$ cat src/rtl/bbcpu_uart_pkg.sv
// rtl/bbcpu_uart_pkg.sv - shared UART state encoding and frame constants
package bbcpu_uart_pkg;

  typedef enum logic [1:0] {
    ST_IDLE  = 2'd0,
    ST_START = 2'd1,
    ST_DATA  = 2'd2,
    ST_STOP  = 2'd3
  } uart_state_e;

  localparam logic START_BIT = 1'b0;
  localparam logic STOP_BIT  = 1'b1;

endpackage

$ cat src/rtl/uart_rx_fifo.sv
// rtl/uart_rx_fifo.sv - receive byte FIFO with wrap-bit pointers
module uart_rx_fifo #(
  parameter int WIDTH = 8,
  parameter int DEPTH = 4
) (
  input  logic             clk,
  input  logic             rst_n,
  input  logic             push,
  input  logic [WIDTH-1:0] push_data,
  input  logic             pop,
  output logic [WIDTH-1:0] pop_data,
  output logic             full,
  output logic             empty
);

  localparam int AW = $clog2(DEPTH);

  logic [AW:0]      wr_ptr;
  logic [AW:0]      rd_ptr;
  logic [WIDTH-1:0] mem [DEPTH];
  logic             do_push;
  logic             do_pop;

  assign empty = (wr_ptr == rd_ptr);
  assign full  = (wr_ptr[AW] != rd_ptr[AW]) && (wr_ptr[AW-1:0] == rd_ptr[AW-1:0]);

  // A pop in the same cycle frees the slot, so a push into a full FIFO still lands.
  assign do_pop  = pop && !empty;
  assign do_push = push && (!full || do_pop);

  // Head byte reads as zero while empty so the output is defined after reset.
  assign pop_data = empty ? '0 : mem[rd_ptr[AW-1:0]];

  // Pointer advance; the extra MSB distinguishes full from empty.
  always_ff @(posedge clk or negedge rst_n) begin
    if (!rst_n) begin
      wr_ptr <= '0;
      rd_ptr <= '0;
    end else begin
      if (do_push) wr_ptr <= wr_ptr + 1'b1;
      if (do_pop)  rd_ptr <= rd_ptr + 1'b1;
    end
  end

  // Storage write; contents need no reset because empty gates the read.
  always_ff @(posedge clk) begin
    if (do_push) mem[wr_ptr[AW-1:0]] <= push_data;
  end

endmodule

$ cat src/rtl/uart_rx_buffer.sv
// rtl/uart_rx_buffer.sv - UART receiver with line synchronizer and receive FIFO
module uart_rx_buffer
  import bbcpu_uart_pkg::*;
#(
  parameter int WIDTH        = 8,
  parameter int CLKS_PER_BIT = 2,
  parameter int DEPTH        = 4
) (
  input  logic             clk,
  input  logic             rst_n,
  input  logic             uart_rx_line,
  output logic [WIDTH-1:0] rx_data,
  output logic             rx_valid,
  input  logic             rx_ready,
  output logic             frame_err,
  output logic             overrun,
  output logic             busy
);

  localparam int TW = $clog2(CLKS_PER_BIT + 1);
  localparam int IW = (WIDTH > 1) ? $clog2(WIDTH) : 1;
  localparam logic [TW-1:0] FULL_BIT = TW'(CLKS_PER_BIT);
  localparam logic [TW-1:0] HALF_BIT = TW'(CLKS_PER_BIT / 2);
  localparam logic [IW-1:0] LAST_IDX = IW'(WIDTH - 1);

  uart_state_e      state;
  logic [TW-1:0]    bit_timer;
  logic [IW-1:0]    bit_idx;
  logic [WIDTH-1:0] shift_reg;
  logic             wait_high;
  logic             sync_q1;
  logic             line_sync;
  logic             timer_done;
  logic             push_req;
  logic             fifo_full;
  logic             fifo_empty;
  logic             rx_pop;

  assign timer_done = (bit_timer == TW'(1));
  assign push_req   = (state == ST_STOP) && timer_done && (line_sync == STOP_BIT);
  assign rx_valid   = !fifo_empty;
  assign rx_pop     = rx_valid && rx_ready;

  // Two-flop synchronizer; idles high so reset never looks like a start bit.
  always_ff @(posedge clk or negedge rst_n) begin
    if (!rst_n) begin
      sync_q1   <= 1'b1;
      line_sync <= 1'b1;
    end else begin
      sync_q1   <= uart_rx_line;
      line_sync <= sync_q1;
    end
  end

  // Receive FSM: mid-bit sampling, frame checking and busy/frame_err generation.
  always_ff @(posedge clk or negedge rst_n) begin
    if (!rst_n) begin
      state     <= ST_IDLE;
      bit_timer <= '0;
      bit_idx   <= '0;
      shift_reg <= '0;
      wait_high <= 1'b0;
      busy      <= 1'b0;
      frame_err <= 1'b0;
    end else begin
      frame_err <= 1'b0;
      case (state)
        ST_IDLE: begin
          if (wait_high) begin
            if (line_sync == STOP_BIT) begin
              wait_high <= 1'b0;
              busy      <= 1'b0;
            end
          end else if (line_sync == START_BIT) begin
            state     <= ST_START;
            bit_timer <= HALF_BIT;
            busy      <= 1'b1;
          end
        end
        ST_START: begin
          if (timer_done) begin
            if (line_sync == START_BIT) begin
              state     <= ST_DATA;
              bit_timer <= FULL_BIT;
              bit_idx   <= '0;
            end else begin
              state     <= ST_IDLE;
              bit_timer <= '0;
              busy      <= 1'b0;
            end
          end else begin
            bit_timer <= bit_timer - TW'(1);
          end
        end
        ST_DATA: begin
          if (timer_done) begin
            shift_reg[bit_idx] <= line_sync;
            bit_timer          <= FULL_BIT;
            if (bit_idx == LAST_IDX) begin
              state   <= ST_STOP;
              bit_idx <= '0;
            end else begin
              bit_idx <= bit_idx + IW'(1);
            end
          end else begin
            bit_timer <= bit_timer - TW'(1);
          end
        end
        ST_STOP: begin
          if (timer_done) begin
            state     <= ST_IDLE;
            bit_timer <= '0;
            if (line_sync == STOP_BIT) begin
              busy <= 1'b0;
            end else begin
              frame_err <= 1'b1;
              wait_high <= 1'b1;
            end
          end else begin
            bit_timer <= bit_timer - TW'(1);
          end
        end
        default: begin
          state     <= ST_IDLE;
          bit_timer <= '0;
          busy      <= 1'b0;
        end
      endcase
    end
  end

  // Overrun pulses only when the byte is really dropped (no pop freeing space).
  always_ff @(posedge clk or negedge rst_n) begin
    if (!rst_n) begin
      overrun <= 1'b0;
    end else begin
      overrun <= push_req && fifo_full && !rx_pop;
    end
  end

  uart_rx_fifo #(
    .WIDTH (WIDTH),
    .DEPTH (DEPTH)
  ) u_fifo (
    .clk       (clk),
    .rst_n     (rst_n),
    .push      (push_req),
    .push_data (shift_reg),
    .pop       (rx_pop),
    .pop_data  (rx_data),
    .full      (fifo_full),
    .empty     (fifo_empty)
  );

endmodule
$ cat config.mk
export PLATFORM = sky130hd
export DESIGN_NAME = uart_rx_buffer
export DESIGN_NICKNAME = d
export VERILOG_FILES = /design/src/rtl/bbcpu_uart_pkg.sv /design/src/rtl/uart_rx_fifo.sv /design/src/rtl/uart_rx_buffer.sv
export SDC_FILE = /design/constraint.sdc
export NUM_CORES = 1
export LEC_CHECK = 0
export ABC_AREA = 1
export ABC_CLOCK_PERIOD_IN_PS = 2700
export BUFFER_PORTS_ARGS = -buffer_cell sky130_fd_sc_hd__buf_2
export CAP_MARGIN = 20
export CORE_UTILIZATION = 45
export DETAILED_ROUTE_END_ITERATION = 10
export SYNTH_ARGS = -nofsm -noshare
export SYNTH_HDL_FRONTEND = slang
export SYNTH_HIERARCHICAL = 1
export SYNTH_SLANG_ARGS = --single-unit
$ cat constraint.sdc
create_clock -name clk -period 2.7 [get_ports clk]
set_clock_uncertainty 0.1 [all_clocks]
set_input_delay 0.27 -clock clk [delete_from_list [all_inputs] [get_ports clk]]
set_output_delay 0.27 -clock clk [all_outputs]
set_load 0.05 [all_outputs]
; ---- Word level (Yosys, flattened, before mapping)
; Memories as Yosys holds them, arrays and structs flattened.
; Index checks and enable logic that the tools add are counted.
[totals]
reg_bits = 27
mem_bits_rw = 32
in_bits = 4
wordCells = 95
mem_count = 1
[mem_list]
columns = name, depth, width, rd, rd_clocked_by_memory_dff, write_ports, line_no
row1 = u_fifo.mem, 4, 8, 1, 0, 1, uart_rx_fifo.sv:20  ; logic [WIDTH-1:0] mem [DEPTH];
[classes]
n_addsub = 4
n_lt_le_gt_ge = 2
n_eq_ne = 18
muxes = 34
n_reduce_logical = 24
[op_table]
columns = cell, n
row1 = $mux W2, 10
row2 = $ne A2 B2 Y1 const B, 8
row3 = $pmux W2 S4, 2
row4 = $mux W1, 12
row5 = $mux W3, 4
row6 = $add A3 B1 Y3 const B, 3
row7 = $logic_and A1 B1 Y1, 9
row8 = $bwmux W8, 1
row9 = $mux W8, 1
row10 = $pmux W3 S2, 1
row11 = $reduce_and A3 Y1, 2
row12 = $reduce_and A6 Y1, 1
row13 = $reduce_bool A2 Y1, 3
row14 = $eq A2 B1 Y1 const B, 2
row15 = $eq A2 B2 Y1 const B, 2
row16 = $lt A3 B4 Y1 const B, 1
row17 = $pmux W1 S2, 2
row18 = $reduce_and A2 Y1, 2
row19 = $reduce_and A4 Y1, 1
row20 = $demux W1 S3, 1
row21 = $eq A3 B3 Y1, 1
row22 = $eq A3 B3 Y1 const B, 1
row23 = $ge A3 B1 Y1 const B, 1
row24 = $logic_not A1 Y1, 3
row25 = other kinds (8), 8

; ---- Depth between registers and ports, before layout
[logic_depth]
word_depth = 8
depth_mapped = 13
mapped_depth_nobuf = 12

; ---- By module
; The synthesis kept the hierarchy.
[by_module_without_submodules]
columns = mod, instances, cells_each, area_each_um2
row1 = uart_rx_fifo, 1, 162, 1781.7
row2 = uart_rx_buffer, 1, 119, 1032.2

; ---- Worst setup path before layout
; Ideal clock, no wire load.
[synth_path]
path_type = register -> register
start = register u_fifo.rd_ptr[0]
end = memory u_fifo.mem[1][0] (enable)
setup_time_ps = 371
t_arrival_ps = 1913
required_ps = 2229
path_slack_ps = 316
stages_incl_launch_ff = 12
n_path_buf = 2
period_less_slack_ps = 2384
cell_sequence = dfrtp_1 -> buf_6 -> nand2_1 -> nand2_4 -> nand3_4 -> buf_6 -> inv_1 -> nor2_1 -> inv_1 -> nand4_4 -> nand2_4 -> nor2_1
[synth_between]
elab_chain_len = 8
elab_cells_between_ends = 11
[synth_lines]
columns = item, line_no
row1 = from (decl), uart_rx_fifo.sv:19  ; logic [AW:0] rd_ptr;
row2 = from (signal assigned), uart_rx_fifo.sv:41  ; if (do_pop) rd_ptr <= rd_ptr + 1'b1;
row3 = $eq A3 B3 Y1, uart_rx_fifo.sv:24  ; assign empty = (wr_ptr == rd_ptr);
row4 = net fifo_empty, uart_rx_buffer.sv:36  ; logic fifo_empty;
row5 = $logic_not A1 Y1, uart_rx_buffer.sv:41  ; assign rx_valid = !fifo_empty;
row6 = $logic_and A1 B1 Y1, uart_rx_buffer.sv:42  ; assign rx_pop = rx_valid && rx_ready;
row7 = net rx_pop, uart_rx_buffer.sv:37  ; logic rx_pop;
row8 = $logic_and A1 B1 Y1, uart_rx_fifo.sv:28  ; assign do_pop = pop && !empty;
row9 = $logic_or A1 B1 Y1, uart_rx_fifo.sv:29  ; assign do_push = push && (!full || do_pop);
row10 = $logic_and A1 B1 Y1, uart_rx_fifo.sv:29
row11 = $mux W1, uart_rx_fifo.sv:47  ; if (do_push) mem[wr_ptr[AW-1:0]] <= push_data;
row12 = $mux W1 (not written as such), uart_rx_fifo.sv:47
row13 = to (decl), uart_rx_fifo.sv:20
; The timed path passes the listed nets, and every way through them passes these cells.

; ---- Final worst setup path
[layout_path]
start = register u_fifo.rd_ptr[0]
end = memory u_fifo.mem[0][7] (enable)
; Same word-level chain as after synthesis.

==> run metrics <==
initial drt markers=100; Final Max Tran Viols=0; Hold/Removal Path Class=reg2reg; detailed-route DRC error count=0; share of cells above drive strength 1=between 15 and 20%; Num CTS Buffers=9; Final Power=~3.9 mW; gr usage total=19.3%; via count=1,872; sequential area share after synthesis=58.2%; Clock Sinks=59; Port Buffers=15; Via density=between 4 and 5; synthesis-stage register bit count=about 60; clock tree root driver cell=clkbuf_8; Initial Util=47.0%; Setup crit start kind=flop; die area=6570 µm²; Area Overhead vs Synth=12.9%; post-synth cell types=29; post-route ant nets=0; Post-synth EDFFs=32; Fill cells=532; drt wl/cell=13.6 µm; gp weighted congestion=just under 0.8; CP Data Required Time=2.57 ns; dpl hpwl=3.69 mm; peak supply drop=670 µV; core area=5990 µm²; hold slack final=0.260 ns; first-pass GRT wire length=8.89 mm; WP data arrival=roughly 2.3 ns; Mapped Nets=295; number of global-route vias before repair=1,839; Remaining Overflow, GRT=0; most frequent CP cell=nand2_4; Cell Area, Synth=2810 µm²; Tcrit/Tclk final=91.5%; CP Cell Sequence=inv_4, nand2_4, nand2_4, nand3_4, inv_1, nor2_1, inv_1, nand4_4, nand2_4, nor2_1; Synth warnings=6; chip width=slightly above 80 µm; Clock Latency Late Sink=between 0.3 and 0.4 ns; drt total wl=around 5.2 mm; largest net degree at the start of global routing=28; H-Tree Depth=3; initial antenna violation count=0; commonest non-fill, non-tap cells in the layout=nor2_1, nand2_1, inv_1; Clock Path Buffers=2; worst slew margin relative to its limit=57.0%; IO Pins=16; synthesized instance count=281; maximum capacitance violations=0; leakage=1.45 nW; Pwr Density=1220 nW/µm²; Slowest cell on crit path=dfrtp_1; final setup TNS=0 ns; Final Hold Viols=0; diode count=0; Crit. End Element=flop; TritonCTS clock tree=yes; max FFs per register=32; CP peak stage delay=between 0.5 and 0.6 ns; async set or reset register ratio after synthesis=between 40% and 50%; leading cell type in the layout, fill and taps excluded=nor2_1; Setup Viol. Count Final=0; iteration count of the initial detailed-routing pass=4; RSZ-0062 raised after global routing=false; clock slew seen by the registers of the worst setup and hold paths=0.06 ns; syn_area_per_cell=10.0 µm²; final design utilization=~53%; Final #Nets=320; fmax=a little over 400 MHz; prevailing post-synth register cell=edfxtp_1; Rows=28; status=finished, final reports clean; Least-Margin Pin Slew=0.642 ns; post-layout minimum cycle time=2.47 ns; Critical Setup Path Class=reg2reg; Post-CTS Setup Bufs=0; Die Y=approximately 81 µm; CP Max Fanout=18
==> synth_stat cells (3+ instances only) <==
library cell  number  area share [%]
dfrtp_1           25              22
nand3_1           11             2.0
o21ai_0           22             3.9
a21oi_1           10             1.8
nand4_1            3            0.67
nor2_1            54             7.2
buf_6              4             1.6
inv_1             33             4.4
o21ai_1            9             1.6
ha_1              10             4.4
nand2_4            4             1.6
nand2_1           41             5.5
edfxtp_1          32              34
==> worst paths after layout <==
kind,start,endpoint,slack [ns],cells past startpoint
setup / recovery,u_fifo/rd_ptr[0],u_fifo/mem[0][7],0.23,10
hold / removal,sync_q1,line_sync,0.26,0
setup reg to reg,u_fifo/rd_ptr[0],u_fifo/mem[0][7],0.23,10
hold reg to reg,sync_q1,line_sync,0.26,0
max in group asynchronous,rst_n,shift_reg[1],1.71,2
min in group asynchronous,rst_n,overrun,0.38,2
==> what timing repair did <==
item                                    CTS  global route
resized for setup                         0             0
hold buffers                              2             0
endpoints found under the setup margin    0             0
hold endpoints to repair                 26             0
==> critical path: cells and delay by family (launching register included) <==
family	cells	cell delay (ns)
buffers and inverters	3	0.31
flip-flops	1	0.51
AND/OR/NAND/NOR	7	1.18
==> report_power, final <==
part,switching (mW),internal [mW],leakage (nW)
Sequential,0.204,1.13,0.653
Clock,0.343,0.512,0.101
Combinational,1.20,0.492,0.695
==> layout make-up <==
| cell class | instances | area (µm²) | area share, % |
|---|---|---|---|
| Timing Repair Buffer | 22 | 133 | 4.17 |
| Tap cell | 75 | 93.8 | 2.95 |
| Inverter | 36 | 143 | 4.49 |
| Multi-Input combinational cell | 178 | 962 | 30.3 |
| Sequential cell | 59 | 1640 | 51.6 |
| Clock inverter | 6 | 80.1 | 2.52 |
| Clock buffer | 10 | 128 | 4.02 |
==> per-layer routing <==
layer / GRT usage [%] / up-vias / part of all wire, %
li1: - / 967 / -
met4: 13.9 / 0 / 3.2
met2: 28.7 / 32 / 46
met5: 0 / - / 0
met3: 3.71 / 12 / 3.3
met1: 25.1 / 861 / 48
==> per-stage QoR <==
| stage | cell area, µm² | worst slack [ns] | cells |
|---|---|---|---|
| after floorplan | 2810 | 0.316 | 281 |
| after global placement | 2950 | 0.296 | 368 |
| after detailed placement | 2950 | 0.206 | 368 |
| after CTS | 3180 | 0.204 | 386 |
| after global routing | 3180 | 0.0153 | 386 |
| final | 3180 | 0.228 | 386 |
==> cell families (layout without fill, tap and decap cells) <==
kind of cell / Yosys count / count (layout) / share of synthesized area (%)
simple gates: 121 / 121 / 20.1
flops: 59 / 59 / 58.2
compound gates: 44 / 44 / 8.09
buf+inv: 44 / 74 / 7.56
fa+ha+maj: 10 / 10 / 4.45
xor+xnor: 3 / 3 / 1.60
(Power assumes the default switching activity.)
